**src/rtl/riscv_pkg.sv**
```systemverilog
// RISC-V opcode, load-funct3 and write-back-select encodings shared by the W stage.
// Also provides the writes_rd decode.
package riscv_pkg;

  localparam logic [6:0] OPC_LUI    = 7'b0110111;
  localparam logic [6:0] OPC_AUIPC  = 7'b0010111;
  localparam logic [6:0] OPC_JAL    = 7'b1101111;
  localparam logic [6:0] OPC_JALR   = 7'b1100111;
  localparam logic [6:0] OPC_LOAD   = 7'b0000011;
  localparam logic [6:0] OPC_STORE  = 7'b0100011;
  localparam logic [6:0] OPC_BRANCH = 7'b1100011;
  localparam logic [6:0] OPC_OPIMM  = 7'b0010011;
  localparam logic [6:0] OPC_OP     = 7'b0110011;
  localparam logic [6:0] OPC_SYSTEM = 7'b1110011;

  localparam logic [2:0] F3_LB  = 3'b000;
  localparam logic [2:0] F3_LH  = 3'b001;
  localparam logic [2:0] F3_LW  = 3'b010;
  localparam logic [2:0] F3_LBU = 3'b100;
  localparam logic [2:0] F3_LHU = 3'b101;

  localparam logic [1:0] WB_SEL_ALU = 2'd0;
  localparam logic [1:0] WB_SEL_MEM = 2'd1;
  localparam logic [1:0] WB_SEL_PC4 = 2'd2;

  // STORE, BRANCH, MISC-MEM and unknown opcodes all land in default.
  function automatic logic writes_rd(input logic [6:0] opc);
    case (opc)
      OPC_LUI, OPC_AUIPC, OPC_JAL, OPC_JALR,
      OPC_LOAD, OPC_OPIMM, OPC_OP, OPC_SYSTEM: writes_rd = 1'b1;
      default:                                 writes_rd = 1'b0;
    endcase
  endfunction

endpackage

```
**src/rtl/writeback_stage_if.sv**
```systemverilog
// M-stage -> W-stage bundle plus RegFile write port and decode forwarding controls.
// Optional instret output when WB_INSTRET_EN is defined.
interface writeback_stage_if #(
  parameter int XLEN  = 32,
  parameter int RF_AW = 5
);
  logic             stall;
  logic             flush;
  logic             m_valid;
  logic [31:0]      m_inst;
  logic [XLEN-1:0]  m_alu;
  logic [XLEN-1:0]  m_pc4;
  logic [XLEN-1:0]  m_dmem_rdata;
  logic [1:0]       m_wb_sel;
  logic [31:0]      d_inst;
  logic             rf_we;
  logic [RF_AW-1:0] rf_wa;
  logic [XLEN-1:0]  rf_wd;
  logic             wb_valid;
  logic             wb2d_a;
  logic             wb2d_b;
  logic [XLEN-1:0]  wb_val;
`ifdef WB_INSTRET_EN
  logic [63:0]      instret;

  modport master (
    output stall, flush, m_valid, m_inst, m_alu, m_pc4, m_dmem_rdata, m_wb_sel, d_inst,
    input  rf_we, rf_wa, rf_wd, wb_valid, wb2d_a, wb2d_b, wb_val, instret
  );
  modport slave (
    input  stall, flush, m_valid, m_inst, m_alu, m_pc4, m_dmem_rdata, m_wb_sel, d_inst,
    output rf_we, rf_wa, rf_wd, wb_valid, wb2d_a, wb2d_b, wb_val, instret
  );
`else
  modport master (
    output stall, flush, m_valid, m_inst, m_alu, m_pc4, m_dmem_rdata, m_wb_sel, d_inst,
    input  rf_we, rf_wa, rf_wd, wb_valid, wb2d_a, wb2d_b, wb_val
  );
  modport slave (
    input  stall, flush, m_valid, m_inst, m_alu, m_pc4, m_dmem_rdata, m_wb_sel, d_inst,
    output rf_we, rf_wa, rf_wd, wb_valid, wb2d_a, wb2d_b, wb_val
  );
`endif
endinterface

```
**src/rtl/load_extend.sv**
```systemverilog
// Combinational load byte/half extraction with sign/zero extension; zero latency.
// Misaligned halfwords ignore offset[0]; unknown funct3 passes the word through.
module load_extend
  import riscv_pkg::*;
#(
  parameter int XLEN = 32
) (
  input  logic [XLEN-1:0] rdata_i,
  input  logic [1:0]      offset_i,
  input  logic [2:0]      funct3_i,
  output logic [XLEN-1:0] result_o
);

  logic [7:0]  byte_sel;
  logic [15:0] half_sel;

  assign byte_sel = rdata_i[{offset_i, 3'b000} +: 8];
  assign half_sel = rdata_i[{offset_i[1], 4'b0000} +: 16];

  always_comb begin
    result_o = rdata_i;
    case (funct3_i)
      F3_LB:   result_o = {{(XLEN-8){byte_sel[7]}}, byte_sel};
      F3_LBU:  result_o = {{(XLEN-8){1'b0}}, byte_sel};
      F3_LH:   result_o = {{(XLEN-16){half_sel[15]}}, half_sel};
      F3_LHU:  result_o = {{(XLEN-16){1'b0}}, half_sel};
      F3_LW:   result_o = rdata_i;
      default: result_o = rdata_i;
    endcase
  end

endmodule

```
**src/rtl/writeback_stage.sv**
```systemverilog
// W stage: registers M results, RegFile write + MW->D forwarding one cycle after capture.
// stall holds W, flush (priority) inserts a bubble; WB_INSTRET_EN adds a retired-instruction counter.
module writeback_stage
  import riscv_pkg::*;
#(
  parameter int XLEN  = 32,
  parameter int RF_AW = 5
) (
  input logic               clk,
  input logic               rst_n,
  writeback_stage_if.slave  bus
);

  logic            valid_q,  valid_d;
  logic [31:0]     inst_q,   inst_d;
  logic [XLEN-1:0] alu_q,    alu_d;
  logic [XLEN-1:0] pc4_q,    pc4_d;
  logic [XLEN-1:0] rdata_q,  rdata_d;
  logic [1:0]      wb_sel_q, wb_sel_d;

  always_comb begin
    valid_d  = valid_q;
    inst_d   = inst_q;
    alu_d    = alu_q;
    pc4_d    = pc4_q;
    rdata_d  = rdata_q;
    wb_sel_d = wb_sel_q;
    if (bus.flush) begin
      valid_d  = 1'b0;
      inst_d   = '0;
      alu_d    = '0;
      pc4_d    = '0;
      rdata_d  = '0;
      wb_sel_d = '0;
    end else if (!bus.stall) begin
      valid_d  = bus.m_valid;
      inst_d   = bus.m_inst;
      alu_d    = bus.m_alu;
      pc4_d    = bus.m_pc4;
      rdata_d  = bus.m_dmem_rdata;
      wb_sel_d = bus.m_wb_sel;
    end
  end

  always_ff @(posedge clk or negedge rst_n) begin
    if (!rst_n) begin
      valid_q  <= 1'b0;
      inst_q   <= '0;
      alu_q    <= '0;
      pc4_q    <= '0;
      rdata_q  <= '0;
      wb_sel_q <= '0;
    end else begin
      valid_q  <= valid_d;
      inst_q   <= inst_d;
      alu_q    <= alu_d;
      pc4_q    <= pc4_d;
      rdata_q  <= rdata_d;
      wb_sel_q <= wb_sel_d;
    end
  end

  logic [XLEN-1:0] load_val;

  load_extend #(.XLEN(XLEN)) u_load_extend (
    .rdata_i  (rdata_q),
    .offset_i (alu_q[1:0]),
    .funct3_i (inst_q[14:12]),
    .result_o (load_val)
  );

  logic [XLEN-1:0] wd;
  logic            we;

  always_comb begin
    case (wb_sel_q)
      WB_SEL_MEM: wd = load_val;
      WB_SEL_PC4: wd = pc4_q;
      default:    wd = alu_q;
    endcase
  end

  // rd=0 is excluded here, so forwarding never fires for x0.
  assign we = valid_q & writes_rd(inst_q[6:0]) & (inst_q[11:7] != 5'd0);

  assign bus.rf_we    = we;
  assign bus.rf_wa    = inst_q[7 +: RF_AW];
  assign bus.rf_wd    = wd;
  assign bus.wb_val   = wd;
  assign bus.wb_valid = valid_q;
  assign bus.wb2d_a   = we & (inst_q[7 +: RF_AW] == bus.d_inst[15 +: RF_AW]);
  assign bus.wb2d_b   = we & (inst_q[7 +: RF_AW] == bus.d_inst[20 +: RF_AW]);

`ifdef WB_INSTRET_EN
  logic [63:0] instret_q, instret_d;

  // A flushed edge still retires the instruction that was already sitting in W.
  assign instret_d = (valid_q && !bus.stall) ? instret_q + 64'd1 : instret_q;

  always_ff @(posedge clk or negedge rst_n) begin
    if (!rst_n) instret_q <= '0;
    else        instret_q <= instret_d;
  end

  assign bus.instret = instret_q;
`endif

  logic unused_bits;
  assign unused_bits = ^{inst_q[31:15], bus.d_inst[31:25], bus.d_inst[14:0]};

endmodule

```
**src/flat_wrapper.sv**
```systemverilog
// flat-port wrapper written by rule: the top's interface ports become plain ports
module writeback_stage_flat import riscv_pkg::*;
#(
  parameter int XLEN  = 32,
  parameter int RF_AW = 5
)
  (clk, rst_n, bus_stall, bus_flush, bus_m_valid, bus_m_inst, bus_m_alu, bus_m_pc4, bus_m_dmem_rdata, bus_m_wb_sel, bus_d_inst, bus_rf_we, bus_rf_wa, bus_rf_wd, bus_wb_valid, bus_wb2d_a, bus_wb2d_b, bus_wb_val);
  writeback_stage_if #(.XLEN(XLEN), .RF_AW(RF_AW)) bus_i ();
  input logic clk;
  input logic rst_n;
  input wire logic [$bits(bus_i.stall)-1:0] bus_stall;
  input wire logic [$bits(bus_i.flush)-1:0] bus_flush;
  input wire logic [$bits(bus_i.m_valid)-1:0] bus_m_valid;
  input wire logic [$bits(bus_i.m_inst)-1:0] bus_m_inst;
  input wire logic [$bits(bus_i.m_alu)-1:0] bus_m_alu;
  input wire logic [$bits(bus_i.m_pc4)-1:0] bus_m_pc4;
  input wire logic [$bits(bus_i.m_dmem_rdata)-1:0] bus_m_dmem_rdata;
  input wire logic [$bits(bus_i.m_wb_sel)-1:0] bus_m_wb_sel;
  input wire logic [$bits(bus_i.d_inst)-1:0] bus_d_inst;
  output wire logic [$bits(bus_i.rf_we)-1:0] bus_rf_we;
  output wire logic [$bits(bus_i.rf_wa)-1:0] bus_rf_wa;
  output wire logic [$bits(bus_i.rf_wd)-1:0] bus_rf_wd;
  output wire logic [$bits(bus_i.wb_valid)-1:0] bus_wb_valid;
  output wire logic [$bits(bus_i.wb2d_a)-1:0] bus_wb2d_a;
  output wire logic [$bits(bus_i.wb2d_b)-1:0] bus_wb2d_b;
  output wire logic [$bits(bus_i.wb_val)-1:0] bus_wb_val;
  assign bus_i.stall = bus_stall;
  assign bus_i.flush = bus_flush;
  assign bus_i.m_valid = bus_m_valid;
  assign bus_i.m_inst = bus_m_inst;
  assign bus_i.m_alu = bus_m_alu;
  assign bus_i.m_pc4 = bus_m_pc4;
  assign bus_i.m_dmem_rdata = bus_m_dmem_rdata;
  assign bus_i.m_wb_sel = bus_m_wb_sel;
  assign bus_i.d_inst = bus_d_inst;
  assign bus_rf_we = bus_i.rf_we;
  assign bus_rf_wa = bus_i.rf_wa;
  assign bus_rf_wd = bus_i.rf_wd;
  assign bus_wb_valid = bus_i.wb_valid;
  assign bus_wb2d_a = bus_i.wb2d_a;
  assign bus_wb2d_b = bus_i.wb2d_b;
  assign bus_wb_val = bus_i.wb_val;
  writeback_stage #(.XLEN(XLEN), .RF_AW(RF_AW)) u_core (.clk(clk), .rst_n(rst_n), .bus(bus_i));
endmodule
```
**config.mk**
```make
export PLATFORM = sky130hd
export DESIGN_NAME = writeback_stage_flat
export DESIGN_NICKNAME = d
export VERILOG_FILES = /design/src/rtl/riscv_pkg.sv /design/src/rtl/writeback_stage_if.sv /design/src/rtl/load_extend.sv /design/src/rtl/writeback_stage.sv /design/src/flat_wrapper.sv
export SDC_FILE = /design/constraint.sdc
export NUM_CORES = 1
export LEC_CHECK = 0
export ABC_CLOCK_PERIOD_IN_PS = 1800
export BUFFER_PORTS_ARGS = -buffer_cell sky130_fd_sc_hd__buf_2
export CORE_ASPECT_RATIO = 1.4
export CORE_MARGIN = 4
export CORE_UTILIZATION = 45
export CTS_BUF_LIST = sky130_fd_sc_hd__clkbuf_16
export DETAILED_ROUTE_END_ITERATION = 16
export GPL_TIMING_DRIVEN = 0
export HOLD_SLACK_MARGIN = 0.08
export PLACE_DENSITY = 0.78
export SYNTH_ARGS = -nofsm -noshare
export SYNTH_HDL_FRONTEND = slang
export SYNTH_SLANG_ARGS = --single-unit
```
**constraint.sdc**
```tcl
create_clock -name clk -period 1.8 [get_ports clk]
set_input_delay 0.27 -clock clk [delete_from_list [all_inputs] [get_ports clk]]
set_output_delay 0.27 -clock clk [all_outputs]
set_load 0.01 [all_outputs]
```
## Word-level counts from Yosys, hierarchy flattened

Index checks and enable logic that the tools add are counted.

| operators by class | value |
|---|---|
| shift operators | 2 |
| mux-type cells | 15 |
| equal/unequal tests | 16 |
| reductions and logical operators | 3 |
| bitwise operators | 4 |

Operators by type and width:

| kind | number |
|---|---|
| 2-to-1 mux 32 bit | 6 |
| one-hot mux 32 bit (4 select lines) | 1 |
| one-hot mux 32 bit (2 select lines) | 1 |
| variable part select 32 x 6 -> 16 bit | 1 |
| variable part select 32 x 6 -> 8 bit | 1 |
| 2-to-1 mux 15 bit | 2 |
| == test 7 bit, second input constant | 3 |
| == test 7 x 5 -> 1 bit, second input constant | 2 |
| == test 7 x 6 -> 1 bit, second input constant | 2 |
| == test 5 bit | 2 |
| OR reduction 8 bit | 1 |
| == test 7 x 2 -> 1 bit, second input constant | 1 |
| == test 3 bit, second input constant | 2 |
| nonzero test 5 bit | 1 |
| AND 1 bit | 4 |
| 2-to-1 mux 2 bit | 2 |
| == test 3 x 1 -> 1 bit, second input constant | 1 |
| logical NOT 3 bit | 1 |
| 2-to-1 mux 1 bit | 3 |
| == test 2 x 1 -> 1 bit, second input constant | 1 |
| == test 2 bit, second input constant | 1 |
| inequality test 2 x 1 -> 1 bit, second input constant | 1 |

| word-level totals | value |
|---|---|
| output and inout port bits | 73 |
| register bits after elaboration | 114 |
| input port bits | 167 |
| word-level logic and storage cells | 46 |

## Longest topological paths before layout

Gate-level depths: netlist (run 1).

| logic depth | value |
|---|---|
| depth in word-level cells | 6 |
| depth in mapped cells | 9 |
| depth with buffers taken out | 6 |

## Cells and area by module

From an unflattened synthesis (run 1), not the netlist that was laid out.

| second synthesis, totals | value |
|---|---|
| cell total of the unflattened synthesis | 653 |
| area, all modules | 6242.2 µm² |

Modules (own cells, without submodules):

| module | instances | area an instance (µm²) | sequential area each (µm²) | cells an instance |
|---|---|---|---|---|
| writeback_stage | 1 | 5614.1 | 2852.7 | 544 |
| load_extend | 1 | 628.1 | 0.0 | 109 |

## Worst setup path after synthesis (run 1)

OpenSTA, ideal clock, no wires.

| timing path | value |
|---|---|
| path type | register to output |
| start point | register u_core.wb_sel_q[0] |
| end point | output bus_wb_val[28] |
| cell stages (with the launch flop) | 10 |
| required time | 1.530 ns |
| slack | -0.342 ns |
| path buffers | 3 |
| arrival | 1.872 ns |
| cells stage by stage | dfrtp_1 inv_1 ha_1 buf_2 nand2b_1 nor2_1 o211ai_2 buf_6 o211ai_1 buf_4 |

| on the way | value |
|---|---|
| longest elaborated chain between the ends | 2 |
| elaborated cells between the ends (all ways) | 3 |
| those cells by class | eq/ne: 2; mux: 1 |

RTL lines:

| element | RTL line | text |
|---|---|---|
| start: declaration | writeback_stage.sv:19 | `logic [1:0] wb_sel_q, wb_sel_d;` |
| start signal: assignment | writeback_stage.sv:59 | `wb_sel_q <= wb_sel_d;` |
| == test 2 bit / == test 2 x 1 -> 1 bit (equally long branches) | writeback_stage.sv:76 | `case (wb_sel_q)` |
| one-hot mux 32 bit (2 select lines) * | writeback_stage.sv:76 |  |
| end: declaration | flat_wrapper.sv:26 | `output wire logic [$bits(bus_i.wb_val)-1:0] bus_wb_val;` |

Every way passes the cells marked *; elsewhere a longest branch is shown, timed or not.

## Worst setup path in the final report (run 1)

| timing path | value |
|---|---|
| start point | register u_core.alu_q[0] |
| end point | output bus_wb_val[7] |

| on the way | value |
|---|---|
| longest elaborated chain between the ends | 3 |

RTL lines:

| element | RTL line | text |
|---|---|---|
| start: declaration | writeback_stage.sv:16 | `logic [XLEN-1:0] alu_q, alu_d;` |
| start signal: assignment | writeback_stage.sv:56 | `alu_q <= alu_d;` |
| variable part select 32 x 6 -> 8 bit | load_extend.sv:17 | `assign byte_sel = rdata_i[{offset_i, 3'b000} +: 8];` |
| one-hot mux 32 bit (4 select lines) | load_extend.sv:22 | `case (funct3_i)` |
| one-hot mux 32 bit (2 select lines) | writeback_stage.sv:76 |  |

Every way passes these cells.

==> results.py, run 1 <==
metrics = {
    "clock_tree": {
        "cts_tree": "done",
        "clock_latency_ns": 0.41,
        "cts_max_level": 4,
        "cts.sinks": 114,
        "cts_buffers": 17,
        "cts.clk_slew.worst_paths_ns": 0.05,
        "cts_max_path_buffers": 2,
        "clockRootBuffer": "clkbuf_16",
    },
    "detailed_routing": {
        "firstDrtPassIters": 5,
        "post_drt_wl_per_cell_um": 20.0,
        "ant_nets": 0,
        "viasPerCell": 5.50,
        "finalWirelength_um": 21100,
        "drc": 0,
        "vias": 5789,
        "drt-initial-drc-count": 457,
    },
    "critical_path": {
        "reg2reg_depth": 4,
        "max_stage_delay_ns": 0.46,
        "path_cells": "mux2i_4 -> mux2i_4 -> buf_4 -> o211ai_1 -> o211ai_1 -> buf_4 -> buf_6",
        "r2r-start": "u_core.inst_q[13]",
        "timing.rr.end": "u_core.inst_q[13]",
        "critPathKind": "reg -> out",
        "worstPathArrival_ns": 2.20,
        "critPathRequiredTime_ns": 1.53,
        "cp-start-kind": "flip-flop",
        "endpoint_kind": "output pin",
        "worst-path-max-fanout": 4,
        "cp_slowest_cell": "dfrtp_2",
        "rrSetupSlack_ns": 0.65,
    },
    "synth": {
        "ys_seq_area_share_pct": 46.2,
        "ys_ff_latch": 114,
        "synth_edf_count": 0,
        "syn_area_sq_um": 6170,
        "synth.most_common_cell": "mux2i_1",
        "synthCells": 609,
        "synth_flop_cell": "dfrtp_1",
        "synth_area_leaders": "dfrtp_1, mux2i_1, nor2_1, buf_4, a22oi_1",
        "async_flop_share_pct": 100,
        "synth_area_leader_cell": "dfrtp_1",
        "synth_top_area_share_pct": 46.2,
        "synthTopCellsByCount": "mux2i_1, nor2_1, dfrtp_1",
        "ys_types": 34,
        "synth_fp_nets": 778,
        "yosysWarningCount": 0,
        "synth_area_per_cell_sq_um": 10.1,
    },
    "power_and_ir_drop": {
        "p_sw_uw": 2120,
        "p_clk_share_pct": 45.0,
        "p_leak_uw": 0.00460,
        "vdd_drop_max_uv": 650,
        "seq_power_share_pct": 35.8,
        "power_frac_comb_pct": 19.2,
        "powerDensity_nw_per_um2": 880,
        "swShare_pct": 26.4,
        "p_int_uw": 5890,
    },
    "final_layout": {
        "nFillCells": 1040,
        "fin_cells": 1053,
        "area_growth_pct": 47.4,
        "final_nets": 1025,
        "drive_gt1_share_pct": 44.6,
        "post-route-util_pct": 68.0,
    },
    "floorplan": {
        "start_util_pct": 46.1,
        "die_area_sq_um": 15700,
        "fp.dieW_um": 107,
        "die_y_um": 147,
        "ios": 240,
        "rows": 50,
        "coreArea_sq_um": 13400,
    },
    "place": {
        "dp_hpwl_um": 14400,
        "place_inst": 990,
        "port_buffers": 198,
        "gp_congestion": 0.905,
    },
    "status": {
        "status": "complete, but fails checks",
        "violations": "negative setup slack",
    },
    "sta": {
        "finalCriticalPeriod_ns": 2.47,
        "tightest_slew_ns": 0.613,
        "setup_slack_ns": -0.666,
        "rsz0062_at_grt": "yes",
        "final_hold_viol_count": 0,
        "min_period_over_period_pct": 137,
        "setup_violations": 67,
        "relSlewSlack_pct": 59.2,
        "finClkSkew_ns": 0,
        "slew_viol_final": 0,
        "holdWs_ns": 0.0899,
        "maxClockFrequency_mhz": 405,
    },
    "worst_hold_path": {
        "hold_end": "u_core.pc4_q[6]",
        "holdPathStages": 3,
        "hold_path_class": "in -> reg",
        "min_from": "bus_m_pc4[6]",
    },
    "run": {
        "maxCapViolCount": 0,
    },
    "grt": {
        "grt_max_degree": 77,
        "antenna_found_initial": 2,
        "grt.total_usage_pct": 26.7,
        "grt.overflow.total": 0,
        "grt_pass1_vias": 6113,
        "grt_pass1_wl_um": 32100,
    },
}
per-stage QoR:
stage | setup TNS [ns] | setup slack, ns | cell area, sq um | total power [uW]
final | -35.88 | -0.666 | 9100 | 8010
after global routing | -40.67 | -0.742 | 9100 | 8290
after CTS | -31.94 | -0.575 | 8900 | 7920
after detailed placement | -21.05 | -0.532 | 7490 | 4110
after global placement | -121.44 | -0.891 | 7460 | 4070
after floorplan | -2.65 | -0.144 | 6240 | 3590
area by class of cell:
class                   count  area [sq um]  share of cell area (%)
repair buffers            231          1530                    16.8
inverters                  10          37.5                   0.412
multi-input cells         402          3220                    35.4
clock inverters            15           199                    2.19
diodes                      2          5.00                  0.0550
flip-flops and latches    114          2860                    31.4
clock buffers              17           425                    4.67
plain buffers              80           601                    6.60
well taps                 182           228                    2.50
cells by family (layout without fill, tap and decap cells):
group | after synthesis | count (layout) | share of synthesized area, %
adders and majority gates | 2 | 2 | 0.405
AOI/OAI and AO/OA | 100 | 100 | 11.7
buffers and inverters | 93 | 353 | 8.65
xor gates and xnor gates | 10 | 10 | 1.42
DFF | 114 | 114 | 46.2
other | 0 | 2 | 0
muxes | 127 | 127 | 20.6
and+or+nand+nor | 163 | 163 | 11.0
worst max-delay path, delay by kind of cell, from the launching register on:
family / cells / cell delay, ns
buffers and inverters: 3 / 0.45
DFF: 1 / 0.46
AOI/OAI and AO/OA: 2 / 0.40
muxes: 2 / 0.47
timing repair:
| item | 4_1_cts | 5_1_grt |
|---|---|---|
| buffers inserted | 21 | 9 |
| hold buffers | 1 | 0 |
| hold endpoints to repair | 38 | 0 |
| gates cloned | 4 | 0 |
| gates resized for setup | 125 | 32 |
| endpoints found under the setup margin | 67 | 67 |
| pin swaps | 29 | 17 |
metal layers:
layer,track usage (%),share of wire (%)
met1,29.5,36
met4,16.1,6.4
met2,45.9,51
met5,0,0
met3,6.19,6.8
power groups by stage:
stage / combinational [uW] / sequential (uW) / clock [uW]
after CTS: 1450 / 2850 / 3620
after detailed placement: 1220 / 2880 / 0
after global routing: 1650 / 2880 / 3760
after floorplan: 752 / 2830 / 0
final: 1540 / 2870 / 3610
after global placement: 1200 / 2880 / 0
how the worst max path moves through the flow:
stage / cells after the start / to / start / slack, ns
after global routing: 7 / bus_wb_val[29] / u_core.alu_q[0] / -0.74
after global placement: 1 / u_core.alu_q[12] / rst_n / -0.89
after floorplan: 9 / bus_wb_val[28] / u_core.wb_sel_q[0] / -0.14
final: 7 / bus_wb_val[7] / u_core.alu_q[0] / -0.67
after detailed placement: 8 / bus_wb_val[13] / u_core.wb_sel_q[0] / -0.53
after CTS: 9 / bus_wb_val[31] / u_core.wb_sel_q[0] / -0.57
cells in the final DEF, fill, tap and decap left out, types with 3 or more instances in the layout:
cell and n:
a21oi_1 3, a221o_1 6, a22o_1 7, a22oi_1 16
a22oi_2 16, buf_12 3, buf_2 180, buf_4 50
buf_6 54, bufinv_16 5, clkbuf_1 14, clkbuf_16 17
clkinv_2 3, dfrtp_1 109, dfrtp_2 5, inv_1 11
mux2i_1 121, mux2i_4 5, nand2_1 20, nand2b_4 3
nor2_1 117, nor2b_1 6, o211ai_1 19, o21ai_2 4
o21ai_4 9, o22ai_1 10, o22ai_2 3, xnor2_1 4
xor2_1 6
sequential cells by signal, summed over array words and instances, names as in the netlist:
| name | flops |
|---|---|
| u_core.bus.wb_valid | 1 |
| u_core.pc4_q | 32 |
| u_core.inst_q | 15 |
| u_core.rdata_q | 32 |
| u_core.alu_q | 32 |
| u_core.wb_sel_q | 2 |
Note: power is estimated with default switching activity, not from simulation.
==> inputs of run 2 (changes only) <==
- SETUP_SLACK_MARGIN: default -> 0.5
==> results.py, run 2 (same netlist as run 1, synthesis figures left out) <==
metrics = {
    "sta": {
        "slew_viol_final": 0,
        "tightest_slew_ns": 0.564,
        "relSlewSlack_pct": 62.4,
        "rsz0062_at_grt": "yes",
        "setup_slack_ns": -0.769,
        "final_hold_viol_count": 0,
        "finClkSkew_ns": 0,
        "finalCriticalPeriod_ns": 2.57,
        "maxClockFrequency_mhz": 389,
        "min_period_over_period_pct": 143,
        "setup_violations": 67,
    },
    "detailed_routing": {
        "finalWirelength_um": 20200,
        "ant_nets": 0,
        "drc": 0,
        "viasPerCell": 5.36,
        "vias": 5661,
        "post_drt_wl_per_cell_um": 19.1,
        "firstDrtPassIters": 5,
        "drt-initial-drc-count": 437,
    },
    "final_layout": {
        "final_common_cell": "buf_2",
        "nFillCells": 1031,
        "fin_cells": 1056,
        "area_growth_pct": 46.5,
        "top_regs": "u_core.alu_q (32), u_core.pc4_q (32), u_core.rdata_q (32)",
        "stdcell_area_sq_um": 9050,
        "final_nets": 1029,
        "final_cell_mix": "buf_2, mux2i_1, nor2_1, dfrtp_1, buf_6",
        "drive_gt1_share_pct": 45.6,
    },
    "grt": {
        "grt_pass1_wl_um": 31000,
        "grt_pass1_vias": 5987,
        "grt.overflow.total": 0,
        "grt.total_usage_pct": 25.5,
        "grt_max_degree": 60,
        "antenna_found_initial": 1,
    },
    "floorplan": {
        "ios": 240,
        "start_util_pct": 46.1,
        "coreArea_sq_um": 13400,
        "fp.dieW_um": 107,
        "rows": 50,
        "die_area_sq_um": 15700,
        "die_y_um": 147,
    },
    "clock_tree": {
        "cts_buffers": 17,
        "cts_max_level": 4,
        "clockRootBuffer": "clkbuf_16",
        "clock_latency_ns": 0.41,
        "cts_tree": "done",
        "cts.sinks": 114,
        "cts.clk_slew.worst_paths_ns": 0.06,
        "cts_max_path_buffers": 2,
    },
    "place": {
        "gp_congestion": 0.920,
        "dp_hpwl_um": 14500,
        "placed_area_sq_um": 7510,
        "place_inst": 990,
        "port_buffers": 198,
    },
    "power_and_ir_drop": {
        "total_power_uw": 7850,
        "vdd_drop_max_uv": 623,
        "p_leak_uw": 0.00459,
        "powerDensity_nw_per_um2": 867,
    },
    "run": {
        "maxCapViolCount": 0,
    },
    "critical_path": {
        "worst-path-max-fanout": 5,
        "cp-start-kind": "flip-flop",
        "endpoint_kind": "output pin",
        "worstPathArrival_ns": 2.30,
        "critPathKind": "reg -> out",
        "critPathRequiredTime_ns": 1.53,
    },
    "worst_hold_path": {
        "hold_path_class": "in -> reg",
    },
    "status": {
        "violations": "negative setup slack",
        "status": "complete, but fails checks",
    },
}
==> run 2: cell count changes in the layout (fill, tap and decap cells not counted), sizes merged <==
cell      before  now
buf          290  294
clkinvlp       2    5
inv           13   11
bufinv         5    4
diode          2    1
==> run 2: timing repair <==
action | in CTS | in global routing
setup buffers | 22 | 6
hold buffers | 1 | 0
pin swaps | 23 | 14
gates resized for setup | 104 | 44
setup endpoints to repair | 83 | 162
endpoints found under the hold margin | 58 | 0
gates cloned | 4 | 0
==> run 2: per-layer routing <==
| metal | vias to the layer above | part of all wire, % | track usage, % |
|---|---|---|---|
| li1 | 2615 | - | - |
| met2 | 270 | 54 | 45.4 |
| met5 | - | 0 | 0 |
| met3 | 69 | 6.8 | 5.22 |
| met1 | 2707 | 36 | 29.0 |
| met4 | 0 | 3.8 | 11.3 |
==> run 2: power by group <==
| part | internal (uW) | total [uW] | leakage [uW] | switching (uW) |
|---|---|---|---|---|
| clock | 2300 | 3490 | 0.000290 | 1190 |
| sequential | 2710 | 2860 | 0.00150 | 147 |
| combinational | 749 | 1500 | 0.00280 | 753 |
==> run 2: through the flow <==
| step | setup TNS [ns] | util (%) | hold slack (ns) | setup slack [ns] |
|---|---|---|---|---|
| floorplan | -2.49 | - | -0.0256 | -0.144 |
| global placement | -118.97 | 55.9 | 0.504 | -1.08 |
| detailed placement | -22.20 | 56.1 | 0.384 | -0.528 |
| CTS | -36.62 | 65.7 | 0.0869 | -0.689 |
| global route | -44.31 | 67.6 | 0.0989 | -0.824 |
| finish | -38.97 | 67.6 | 0.0984 | -0.769 |
==> run 2: critical path, cell delays in order, from the launching register on <==
cell and delay (ns):
dfrtp_1 0.48, mux2i_2 0.28, mux2i_2 0.18, o211ai_4 0.31, buf_6 0.17, o211ai_1 0.09
buf_4 0.16, buf_4 0.13, buf_6 0.11
==> run 2: final cells by class <==
class                           count  area (sq um)  area share (%)
Timing Repair Buffer              232          1540            17.0
Clock buffer                       17           425            4.70
Multi-Input combinational cell    402          3130            34.5
Inverter                           10          37.5           0.415
Clock inverter                     15           193            2.13
Antenna cell                        1          2.50          0.0277
Tap cell                          182           228            2.52
Buffer                             83           634            7.01
Sequential cell                   114          2860            31.7
==> run 2: path summary, 6_finish.rpt <==
check                              startpoint                end  slack [ns]  cells past startpoint
setup / recovery           u_core.rdata_q[31]     bus_wb_val[31]       -0.77                      8
hold / removal                   bus_m_alu[3]    u_core.alu_q[3]         0.1                      3
setup reg to reg            u_core.inst_q[12]  u_core.inst_q[12]        0.56                      4
hold reg to reg              u_core.alu_q[24]   u_core.alu_q[24]        0.52                      2
max in group asynchronous               rst_n   u_core.inst_q[7]        0.71                      3
min in group asynchronous               rst_n  u_core.rdata_q[6]        0.40                      2
